`src/rtl/vcfu_pkg.sv`:
```
// Shared definitions for the vector CFU command sequencer: opcodes, FSM
// states, BUS mux encodings and command field positions.
package vcfu_pkg;

  // funct3 opcodes carried in cmd_payload_function_id[2:0]
  localparam logic [2:0] OP_VSET    = 3'd0;
  localparam logic [2:0] OP_ALU_VV  = 3'd1;
  localparam logic [2:0] OP_ALU_VI  = 3'd2;
  localparam logic [2:0] OP_VMUL    = 3'd3;
  localparam logic [2:0] OP_VREDSUM = 3'd4;
  localparam logic [2:0] OP_NOP     = 3'd5;

  // Sequencer states
  typedef enum logic [1:0] {
    ST_IDLE = 2'd0,
    ST_EXEC = 2'd1,
    ST_WB   = 2'd2,
    ST_RESP = 2'd3
  } state_t;

  // BUS mux select encodings
  localparam logic [1:0] BUS_NONE = 2'b00;
  localparam logic [1:0] BUS_ALU  = 2'b01;
  localparam logic [1:0] BUS_MUL  = 2'b10;
  localparam logic [1:0] BUS_ACC  = 2'b11;

  // Largest legal register group size code
  localparam logic [2:0] VLMUL_MAX = 3'd3;

  // Register field positions inside cmd_payload_inputs_0
  localparam int REG_W   = 5;
  localparam int VD_LSB  = 0;
  localparam int VS0_LSB = 5;
  localparam int VS1_LSB = 10;

  // alu_mode position inside cmd_payload_function_id (low funct7 bits)
  localparam int ALU_MODE_LSB = 3;

  // Register numbers inside a group must have these low bits clear
  function automatic logic [REG_W-1:0] group_mask(input logic [2:0] vlmul);
    return REG_W'((6'd1 << vlmul) - 6'd1);
  endfunction

endpackage

```
`src/rtl/vcfu_sequencer.sv`:
```
// Multi-cycle command sequencer for the vector CFU datapath. Decodes CPU
// commands, steps IDLE -> EXEC -> WB -> RESP and drives register-file,
// BUS, ALU and write-back controls from latched command fields only.
//
// Handshakes: a transfer happens on a rising edge where valid && ready are
// both high. cmd_ready is high only in IDLE; rsp_valid is high only in
// RESP and the response word is held stable until rsp_ready is seen.
module vcfu_sequencer
  import vcfu_pkg::*;
#(
  parameter int unsigned ALU_LAT  = 1,
  parameter int unsigned MUL_LAT  = 2,
  parameter logic [31:0] ERR_RESP = 32'hFFFF_FFFF
) (
  input  logic        clk,
  input  logic        reset,
  input  logic        cmd_valid,
  output logic        cmd_ready,
  input  logic [9:0]  cmd_payload_function_id,
  input  logic [31:0] cmd_payload_inputs_0,
  input  logic [31:0] cmd_payload_inputs_1,
  output logic        rsp_valid,
  input  logic        rsp_ready,
  output logic [31:0] rsp_payload_outputs_0,
  input  logic [7:0]  acc_in,
  output logic [4:0]  reg_op0_sel,
  output logic [4:0]  reg_op1_sel,
  output logic [4:0]  reg_wb_sel,
  output logic        reg_load,
  output logic [1:0]  bus_sel,
  output logic [1:0]  alu_mode,
  output logic        alu_op1_sel,
  output logic [7:0]  alu_imm,
  output logic [2:0]  vlmul,
  output logic [1:0]  dbg_state
);

  localparam int unsigned LAT_MAX = (ALU_LAT > MUL_LAT) ? ALU_LAT : MUL_LAT;
  localparam int CNT_W = $clog2(LAT_MAX + 1);
  localparam logic [CNT_W-1:0] ALU_CNT = CNT_W'(ALU_LAT);
  localparam logic [CNT_W-1:0] MUL_CNT = CNT_W'(MUL_LAT);
  localparam logic [CNT_W-1:0] CNT_ONE = CNT_W'(1);

  state_t             state_q, state_d;
  logic [CNT_W-1:0]   cnt_q, cnt_d;
  logic [31:0]        rsp_q, rsp_d;
  logic [2:0]         vlmul_q, vlmul_d;
  logic [2:0]         op_q;
  logic [REG_W-1:0]   vd_q, vs0_q, vs1_q;
  logic [1:0]         mode_q;
  logic [7:0]         imm_q;

  // Live payload decode, only consulted on the accept edge
  logic               accept;
  logic [2:0]         in_f3;
  logic [2:0]         in_vset_code;
  logic [REG_W-1:0]   in_vd, in_vs0, in_vs1;
  logic               misaligned;
  logic               unused_bits;

  assign accept       = cmd_valid && (state_q == ST_IDLE);
  assign in_f3        = cmd_payload_function_id[2:0];
  assign in_vset_code = cmd_payload_inputs_0[2:0];
  assign in_vd        = cmd_payload_inputs_0[VD_LSB  +: REG_W];
  assign in_vs0       = cmd_payload_inputs_0[VS0_LSB +: REG_W];
  assign in_vs1       = cmd_payload_inputs_0[VS1_LSB +: REG_W];
  // vs1 is not a register operand for the immediate form
  assign misaligned   = |((in_vd | in_vs0 | ((in_f3 == OP_ALU_VI) ? '0 : in_vs1))
                          & group_mask(vlmul_q));
  assign unused_bits  = ^{cmd_payload_function_id[9:5],
                          cmd_payload_inputs_0[31:15],
                          cmd_payload_inputs_1[31:8]};

  assign vlmul     = vlmul_q;
  assign dbg_state = state_q;

  // State register
  always_ff @(posedge clk) begin
    if (reset) state_q <= ST_IDLE;
    else       state_q <= state_d;
  end

  // Latency counter, response word, vlmul and latched command fields
  always_ff @(posedge clk) begin
    if (reset) begin
      cnt_q   <= '0;
      rsp_q   <= '0;
      vlmul_q <= '0;
      op_q    <= '0;
      vd_q    <= '0;
      vs0_q   <= '0;
      vs1_q   <= '0;
      mode_q  <= '0;
      imm_q   <= '0;
    end else begin
      cnt_q   <= cnt_d;
      rsp_q   <= rsp_d;
      vlmul_q <= vlmul_d;
      if (accept) begin
        op_q   <= in_f3;
        vd_q   <= in_vd;
        vs0_q  <= in_vs0;
        vs1_q  <= in_vs1;
        mode_q <= cmd_payload_function_id[ALU_MODE_LSB +: 2];
        imm_q  <= cmd_payload_inputs_1[7:0];
      end
    end
  end

  // Next-state, counter/response updates and datapath controls
  always_comb begin
    state_d               = state_q;
    cnt_d                 = cnt_q;
    rsp_d                 = rsp_q;
    vlmul_d               = vlmul_q;
    cmd_ready             = 1'b0;
    rsp_valid             = 1'b0;
    rsp_payload_outputs_0 = '0;
    reg_op0_sel           = '0;
    reg_op1_sel           = '0;
    reg_wb_sel            = '0;
    reg_load              = 1'b0;
    bus_sel               = BUS_NONE;
    alu_mode              = '0;
    alu_op1_sel           = 1'b0;
    alu_imm               = '0;

    unique case (state_q)
      ST_IDLE: begin
        cmd_ready = 1'b1;
        if (cmd_valid) begin
          case (in_f3)
            OP_VSET: begin
              state_d = ST_RESP;
              if (in_vset_code <= VLMUL_MAX) begin
                vlmul_d = in_vset_code;
                rsp_d   = 32'd1 << in_vset_code;
              end else begin
                rsp_d   = ERR_RESP;
              end
            end
            OP_ALU_VV, OP_ALU_VI, OP_VMUL: begin
              if (misaligned) begin
                state_d = ST_RESP;
                rsp_d   = ERR_RESP;
              end else begin
                state_d = ST_EXEC;
                cnt_d   = (in_f3 == OP_VMUL) ? MUL_CNT : ALU_CNT;
                rsp_d   = '0;
              end
            end
            OP_VREDSUM: begin
              state_d = ST_EXEC;
              cnt_d   = ALU_CNT;
              rsp_d   = '0;
            end
            OP_NOP: begin
              state_d = ST_RESP;
              rsp_d   = '0;
            end
            default: begin
              state_d = ST_RESP;
              rsp_d   = ERR_RESP;
            end
          endcase
        end
      end

      ST_EXEC, ST_WB: begin
        reg_op0_sel = vs0_q;
        reg_op1_sel = vs1_q;
        alu_mode    = mode_q;
        alu_op1_sel = (op_q == OP_ALU_VI);
        alu_imm     = imm_q;
        case (op_q)
          OP_ALU_VV, OP_ALU_VI: bus_sel = BUS_ALU;
          OP_VMUL:              bus_sel = BUS_MUL;
          OP_VREDSUM:           bus_sel = BUS_ACC;
          default:              bus_sel = BUS_NONE;
        endcase
        if (state_q == ST_EXEC) begin
          if (cnt_q == CNT_ONE) begin
            if (op_q == OP_VREDSUM) begin
              state_d = ST_RESP;
              rsp_d   = {24'b0, acc_in};
            end else begin
              state_d = ST_WB;
            end
          end else begin
            cnt_d = cnt_q - CNT_ONE;
          end
        end else begin
          reg_wb_sel = vd_q;
          reg_load   = 1'b1;
          state_d    = ST_RESP;
        end
      end

      ST_RESP: begin
        rsp_valid             = 1'b1;
        rsp_payload_outputs_0 = rsp_q;
        if (rsp_ready) state_d = ST_IDLE;
      end

      default: state_d = ST_IDLE;
    endcase
  end

endmodule

```
`config.mk`:
```
export PLATFORM = sky130hd
export DESIGN_NAME = vcfu_sequencer
export DESIGN_NICKNAME = d
export VERILOG_FILES = /design/src/rtl/vcfu_pkg.sv /design/src/rtl/vcfu_sequencer.sv
export SDC_FILE = /design/constraint.sdc
export NUM_CORES = 1
export LEC_CHECK = 0
export BUFFER_PORTS_ARGS = -buffer_cell sky130_fd_sc_hd__buf_2
export CORE_UTILIZATION = 43
export DETAILED_ROUTE_END_ITERATION = 8
export GPL_ROUTABILITY_DRIVEN = 0
export GPL_TIMING_DRIVEN = 0
export PLACE_DENSITY = 0.81
export SETUP_SLACK_MARGIN = 0.15
export SLEW_MARGIN = 20
export SYNTH_ARGS = -nofsm -noshare
export SYNTH_HDL_FRONTEND = slang
export SYNTH_SLANG_ARGS = --single-unit
```
`constraint.sdc`:
```
create_clock -name clk -period 3.1 [get_ports clk]
set_input_delay 0.62 -clock clk [delete_from_list [all_inputs] [get_ports clk]]
set_output_delay 0.62 -clock clk [all_outputs]
set_load 0.01 [all_outputs]
```
==> impl_summary.txt, run 1 <==
----------------------------------------------------
[Logic synthesis]
  Number of distinct library cells after synthesis ... 45
  Syn. warnings ... 0
  Xor/xnor cell area share of the yosys netlist ... 0.00356
  Register bit count reported by yosys ... 44
  Dominant combinational cell family by area after synthesis ... simple AND/OR/NAND/NOR gates
  Simple-gate share of the synthesized area ... 0.316
  Number of flops mapped to enable cells by yosys ... 0
  Synthesized net count ... 412
  Main synth FF type ... dfxtp_1
  Mean Syn Cell Area ... 7.71 um^2
  Portion of netlist area occupied by mux cells ... 0.0122
  Syn Inst Count ... 319
  Synthesized-area fraction occupied by ao, oa, aoi and oai cells ... 0.168
  Share of the yosys chip area belonging to registers ... 0.358
  Post-synthesis adder-cell area fraction ... 0.0356
  Post-synth ARST share ... 0
  Cell Area, Synth ... 2460 um^2

[Route]
  Total wire length ... 6440 um
  Vias per inst ... 5.08
  Routed wire length per instance ... 12.7 um
  First-pass DRT Iterations ... 4
  Number of nets still failing antenna checks after routing ... 0
  Vias after detailed routing ... 2573
  Initial DRC count ... 129
  Drt drc ... 0

[Floorplan]
  Starting Density ... 0.446
  CORE AREA ... 5510 um^2
  # rows ... 27
  Width of the chip ... 77.6 um
  Floorplan die height ... 77.6 um
  Floorplan die area ... 6020 um^2
  Ports ... 154

[Critical path]
  Terminus of the critical flop-to-flop path ... rsp_q[1]
  Register-to-register setup slack ... 0.96 ns
  Kind of end point of the critical path ... primary output
  Crit path required time ... 2.48 ns
  Arrival time of data at the critical path endpoint ... 2.13 ns
  Start of the worst register-to-register path ... dbg_state[1]
  Number of cell instances on the worst register-to-register path ... 7
  Critical path class ... flop to primary output
  Maximum net fanout on the critical path ... 10
  Setup crit start ... dbg_state[1]
  Startpoint type of the worst setup path ... flop

[Power]
  Leakage power ... 0.00161 uW
  Share of power burned in the clock network ... 0.195
  Switching power ... 1030 uW
  Maximum resistive drop on vdd ... 0.387 mV
  Share of power burned in combinational logic ... 0.493
  Cell-internal power ... 1470 uW
  Power per cell area ... 777 nW/um^2
  Sw Share ... 0.413
  Portion of total power attributed to sequential cells ... 0.312

[Final layout]
  Layout cell share with drive strength beyond 1 ... 0.348
  Fin area ... 3220 um^2
  Register cell area after layout ... 881 um^2
  Core utilization of the finished layout ... 0.585
  Footprint of the multi-input gates ... 1320 um^2
  Total Nets Final ... 526
  Fill cells ... 515
  Synth-to-Final Area Change ... 30.9%
  Ant diodes ... 0

[Hold path]
  Class of the most critical hold timing path ... flop to flop
  Endpoint of the worst hold path ... imm_q[3]
  Min-Delay Startpoint ... imm_q[3]
  Cell depth of the worst hold path ... 2

[Clock tree]
  Count of buffers added by post-CTS timing repair for setup ... 0
  CTS HTree Levels ... 2
  Number of clock sinks ... 44
  Buffer levels on the longest clock path ... 2
  CTS clk-pin slew, worst paths ... 0.09 ns
  Clk Latency, worst-skew pair ... 0.30 ns
  CTS tree ... built
  Clk root buf ... clkbuf_8
  Clock buffers created by TritonCTS ... 5

[Place]
  HPWL after detailed placement ... 4840 um
  Post-place instance area ... 3080 um^2
  Buffers added on ports ... 107
  Setup WS pre-CTS ... 0.390 ns

[STA]
  Unrepaired setup endpoints after global routing ... false
  Final setup slack of the worst path ... 0.347 ns
  Total setup violations reported at the end of the flow ... 0
  Total negative slack for setup checks ... 0 ns
  Setup Skew ... 0.00434 ns
  Period utilization ... 0.888
  Top achievable clock speed ... 363 MHz
  Worst hold-check slack ... 0.451 ns
  Transition time at the pin with the least slew margin ... 0.483 ns
  Worst slew slack as a fraction of its limit ... 0.677
  Final max-slew violation count ... 0
  Shortest clock period the worst path allows after layout ... 2.75 ns
  Number of endpoints with negative hold slack in the final report ... 0

[Flow run]
  Count of maximum capacitance violations ... 0

[Global routing]
  Number of antenna violations at the first check in global routing ... 0
  Total global-route track usage ... 0.215
  Gr ovfl total ... 0
  Number of global-route vias before repair ... 2278
  Global-route wire length before repair ... 10400 um
  Maximum number of pins on one net before global-route repair ... 25

[Status]
  Outcome ... completed

----------------------------------------------------
-- layout by cell type, fill, tap and decap left out, types with 2 or more instances in the layout --
cell	synthesis	final
nor2_1	13	13
a31oi_1	2	2
nand2_1	64	64
nand3_1	3	3
clkbuf_8	0	7
mux2i_1	3	3
nor2b_1	6	5
and2_1	36	35
a211oi_1	3	3
dfxtp_1	44	44
a32oi_1	4	4
clkbuf_2	0	4
nand3b_1	6	6
clkbuf_1	12	8
o22ai_1	2	2
ha_1	7	7
a21oi_1	34	34
nor3_1	5	5
nor3b_1	2	2
buf_1	3	3
buf_2	2	109
or3_1	2	2
inv_1	6	6
a311o_1	3	3
nand2b_1	5	5
o21ai_0	9	9
buf_4	23	23
-- cells by family (layout without fill, tap and decap cells) --
group	after synthesis	count (layout)
buffers and inverters	46	161
flip-flops	44	44
XOR/XNOR	1	1
adder cells (fa/ha/maj)	7	7
AND/OR/NAND/NOR	151	151
AO/OA/AOI/OAI	67	67
multiplexers	3	3
-- flip-flops by register name (all words and copies together) (netlist names) --
name,flops
cnt_q,2
dbg_state,2
imm_q,8
mode_q,2
op_q,3
rsp_q,9
vd_q,5
vlmul,3
vs0_q,5
vs1_q,5
-- layer usage --
metal / track usage / up-vias / wire length, um
met2: 0.362 / 121 / 2960
met1: 0.260 / 1164 / 2810
li1: - / 1277 / -
met5: 0 / - / 0
met4: 0.0792 / 0 / 89
met3: 0.0612 / 11 / 576
-- through the flow --
| step | std cells | total power [uW] |
|---|---|---|
| after floorplan | 319 | 1610 |
| after global placement | 498 | 1960 |
| after detailed placement | 498 | 2000 |
| after CTS | 506 | 2500 |
| after global routing | 506 | 2710 |
| final | 506 | 2500 |
-- worst max path at each step --
stage                                      to  slack [ns]  cells after the start
CTS                             reg_wb_sel[1]        0.15                      6
finish                             bus_sel[0]        0.35                      6
global placement                   bus_sel[0]        0.44                      6
detailed placement                 bus_sel[0]        0.39                      6
global route                   reg_op0_sel[3]        0.18                      6
floorplan           rsp_payload_outputs_0[10]        0.76                      4
-- cell usage after synthesis, drive strengths merged (2+ instances only) --
cell type,instances,area (um^2)
clkbuf,12,45.0
nand2,64,240
nand3,3,15.0
dfxtp,44,881
a31oi,2,12.5
a21oi,34,170
or3,3,20.0
a311o,3,30.0
nor3,5,25.0
nand3b,6,45.0
nor3b,3,27.5
a211oi,3,22.5
o21ai,9,45.0
a32oi,4,35.0
mux2i,3,30.0
nor2,13,48.8
o22ai,2,12.5
nor2b,6,37.5
ha,7,87.6
and2,36,225
nand2b,5,31.3
o211ai,2,20.0
inv,6,22.5
buf,28,194
-- power by group through the flow --
stage	Combinational [uW]	Clock, uW	Sequential [uW]
2_1_floorplan	832	0	779
3_3_place_gp	1170	0	786
3_5_place_dp	1210	0	793
4_1_cts	1230	494	780
5_1_grt	1400	511	798
6_report	1230	488	781
-- worst max-delay path, stage by stage, from the launching register on --
cell and delay [ns]:
dfxtp_1 0.42, inv_1 0.12, ha_1 0.42, clkbuf_2 0.27
clkbuf_2 0.28, o211a_1 0.20, buf_2 0.12
-- final cells by class --
class | count | area share
clock inverters | 1 | 0.00933
well taps | 72 | 0.0280
repair buffers | 107 | 0.166
inverters | 6 | 0.00700
plain buffers | 40 | 0.0758
flip-flops and latches | 44 | 0.274
multi-input cells | 229 | 0.410
clock buffers | 7 | 0.0299
-- repair_timing --
| item | in CTS | in global routing |
|---|---|---|
| pin swaps | 0 | 0 |
| endpoints found under the setup margin | 14 | 40 |
| resized for setup | 2 | 6 |
| hold buffers | 0 | 0 |
(Power assumes the default switching activity.)
==> inputs of run 2 (changes only) <==
- RECOVER_POWER: default -> 50
==> impl_summary.txt, run 2 (synthesis gave the netlist of run 1 again) <==
----------------------------------------------------
[STA]
  Total negative slack for setup checks ... 0 ns (unchanged)
  Top achievable clock speed ... 360 MHz (-0.85%)
  Final max-slew violation count ... 0 (unchanged)
  Total setup violations reported at the end of the flow ... 0 (unchanged)
  Worst slew slack as a fraction of its limit ... 0.679 (+0.00179)
  Shortest clock period the worst path allows after layout ... 2.78 ns (+0.0235 ns)
  Setup Skew ... 0.00252 ns (-0.00182 ns)
  Transition time at the pin with the least slew margin ... 0.481 ns (-0.00268 ns)
  Period utilization ... 0.896 (+0.00758)
  Unrepaired setup endpoints after global routing ... false
  Number of endpoints with negative hold slack in the final report ... 0 (unchanged)

[Critical path]
  Number of buffer and inverter stages on the critical path ... 4 (unchanged)
  Crit-path slowest cell ... dfxtp_1
  Crit path required time ... 2.48 ns (about the same)
  Most frequent cell on the critical path ... clkbuf_2
  Ordered cell list for the critical path ... inv_1, ha_1, clkbuf_2, clkbuf_2, o211a_1, buf_2
  Maximum net fanout on the critical path ... 10 (unchanged)
  Startpoint type of the worst setup path ... flop
  Worst path max stage delay ... 0.42 ns (about the same)
  Kind of end point of the critical path ... primary output
  Critical path class ... flop to primary output
  Cell class contributing the biggest share of worst-path delay ... buffers and inverters
  Arrival time of data at the critical path endpoint ... 2.16 ns (+0.03 ns)

[Clock tree]
  Clk root buf ... clkbuf_8
  Clock buffers created by TritonCTS ... 5 (unchanged)
  CTS tree ... built
  Number of clock sinks ... 44 (unchanged)
  CTS HTree Levels ... 2 (unchanged)
  Count of buffers added by post-CTS timing repair for setup ... 0 (unchanged)
  Buffer levels on the longest clock path ... 2 (unchanged)
  CTS clk-pin slew, worst paths ... 0.08 ns (about the same)
  Clk Latency, worst-skew pair ... 0.30 ns (about the same)
  Total of cells resized after clock tree synthesis ... 2 (unchanged)
  Post-CTS Hold Fix Bufs ... 0 (unchanged)

[Place]
  HPWL after detailed placement ... 4840 um (unchanged)
  Post-place instance area ... 3080 um^2 (unchanged)
  Buffers added on ports ... 107 (unchanged)

[Global routing]
  Global-route wire length before repair ... 10400 um (unchanged)
  Maximum number of pins on one net before global-route repair ... 25 (unchanged)
  Number of antenna violations at the first check in global routing ... 0 (unchanged)
  Total global-route track usage ... 0.215 (unchanged)
  Gr ovfl total ... 0 (unchanged)
  Number of global-route vias before repair ... 2278 (unchanged)

[Power]
  Portion of total power attributed to sequential cells ... 0.312 (about the same)
  Leakage power ... 0.00155 uW (-3.3%)
  Cell-internal power ... 1450 uW (-0.99%)
  Switching power ... 1040 uW (+0.90%)
  Power per cell area ... 780 nW/um^2 (+0.30%)
  Share of power burned in the clock network ... 0.196 (about the same)
  Sw Share ... 0.417 (+0.00458)
  Maximum resistive drop on vdd ... 0.386 mV (-0.28%)
  Final Power ... 2500 uW (-0.21%)
  Share of power burned in combinational logic ... 0.492 (about the same)

[Final layout]
  Layout cell share with drive strength beyond 1 ... 0.318 (-0.0300)
  Top library cells by usage in the layout, fill and taps aside ... buf_2 (96), nand2_1 (64), dfxtp_1 (44)
  Ant diodes ... 0 (unchanged)
  Fill cells ... 526 (+2.1%)
  Total Nets Final ... 526 (unchanged)
  Max FFs per register ... 9 (unchanged)
  Most common cell after layout, fill and taps aside ... buf_2
  Biggest regs ... rsp_q (9), imm_q (8)
  Fin area ... 3200 um^2 (-0.51%)
  Reg with most FFs ... rsp_q
  Synth-to-Final Area Change ... 30.3%

[Hold path]
  Class of the most critical hold timing path ... flop to flop

[Floorplan]
  CORE AREA ... 5510 um^2 (unchanged)
  Starting Density ... 0.446 (unchanged)
  Ports ... 154 (unchanged)
  Floorplan die height ... 77.6 um (unchanged)
  # rows ... 27 (unchanged)
  Width of the chip ... 77.6 um (unchanged)
  Floorplan die area ... 6020 um^2 (unchanged)

[Status]
  Outcome ... completed

[Route]
  Initial DRC count ... 112 (-13%)
  First-pass DRT Iterations ... 4 (unchanged)
  Drt drc ... 0 (unchanged)
  Vias after detailed routing ... 2580 (+0.27%)
  Total wire length ... 6460 um (+0.34%)
  Routed wire length per instance ... 12.8 um (+0.34%)
  Vias per inst ... 5.10 (+0.27%)
  Number of nets still failing antenna checks after routing ... 0 (unchanged)

[Flow run]
  Count of maximum capacitance violations ... 0 (unchanged)

----------------------------------------------------
run 2: changes by cell type in the layout (fill, tap and decap cells not counted):
| cell | previous run | this run |
|---|---|---|
| clkbuf_1 | 8 | 23 |
| buf_2 | 109 | 96 |
| buf_1 | 3 | 1 |
| and2_0 | 0 | 1 |
| and2_1 | 35 | 34 |
run 2: power groups by stage:
stage	clock network [uW]	logic [uW]	registers [uW]
2_1_floorplan	0	832	779
4_1_cts	494	1230	780
3_5_place_dp	0	1210	793
6_report	489	1230	780
5_1_grt	511	1390	799
3_3_place_gp	0	1170	786
run 2: stage by stage:
step,std cells,utilization,hold WS [ns],setup WS [ns]
3_3_place_gp,498,0.560,0.426,0.437
4_1_cts,506,0.584,0.454,0.154
5_1_grt,506,0.582,0.474,0.174
2_1_floorplan,319,-,0.418,0.757
3_5_place_dp,498,0.560,0.437,0.390
6_report,506,0.582,0.451,0.324
run 2: worst paths after layout:
path,from,to,slack [ns],cells after the start
min reg2reg,imm_q[3],imm_q[3],0.45,2
min,imm_q[3],imm_q[3],0.45,2
max,dbg_state[0],bus_sel[0],0.32,6
max reg2reg,dbg_state[0],rsp_q[6],0.83,9
run 2: layer usage:
| metal | up-vias | routed length, um | global-route usage |
|---|---|---|---|
| met5 | - | 0 | 0 |
| met1 | 1179 | 2900 | 0.260 |
| met4 | 0 | 83 | 0.0792 |
| li1 | 1282 | - | - |
| met3 | 9 | 500 | 0.0612 |
| met2 | 110 | 2980 | 0.362 |
run 2: area by class of cell:
class / instances / area [um^2] / area share
Buffer: 40 / 243 / 0.0758
Clock buffer: 7 / 96.3 / 0.0301
Clock inverter: 1 / 30.0 / 0.00938
Inverter: 6 / 22.5 / 0.00703
Multi-Input combinational cell: 229 / 1320 / 0.412
Sequential cell: 44 / 881 / 0.275
Tap cell: 72 / 90.1 / 0.0281
Timing Repair Buffer: 107 / 520 / 0.163
run 2: worst min-delay path: cells and delay by family, from the launching register on:
kind | cells | cell delay, ns
and+or+nand+nor | 1 | 0.05
AOI/OAI and AO/OA | 1 | 0.05
DFF | 1 | 0.31
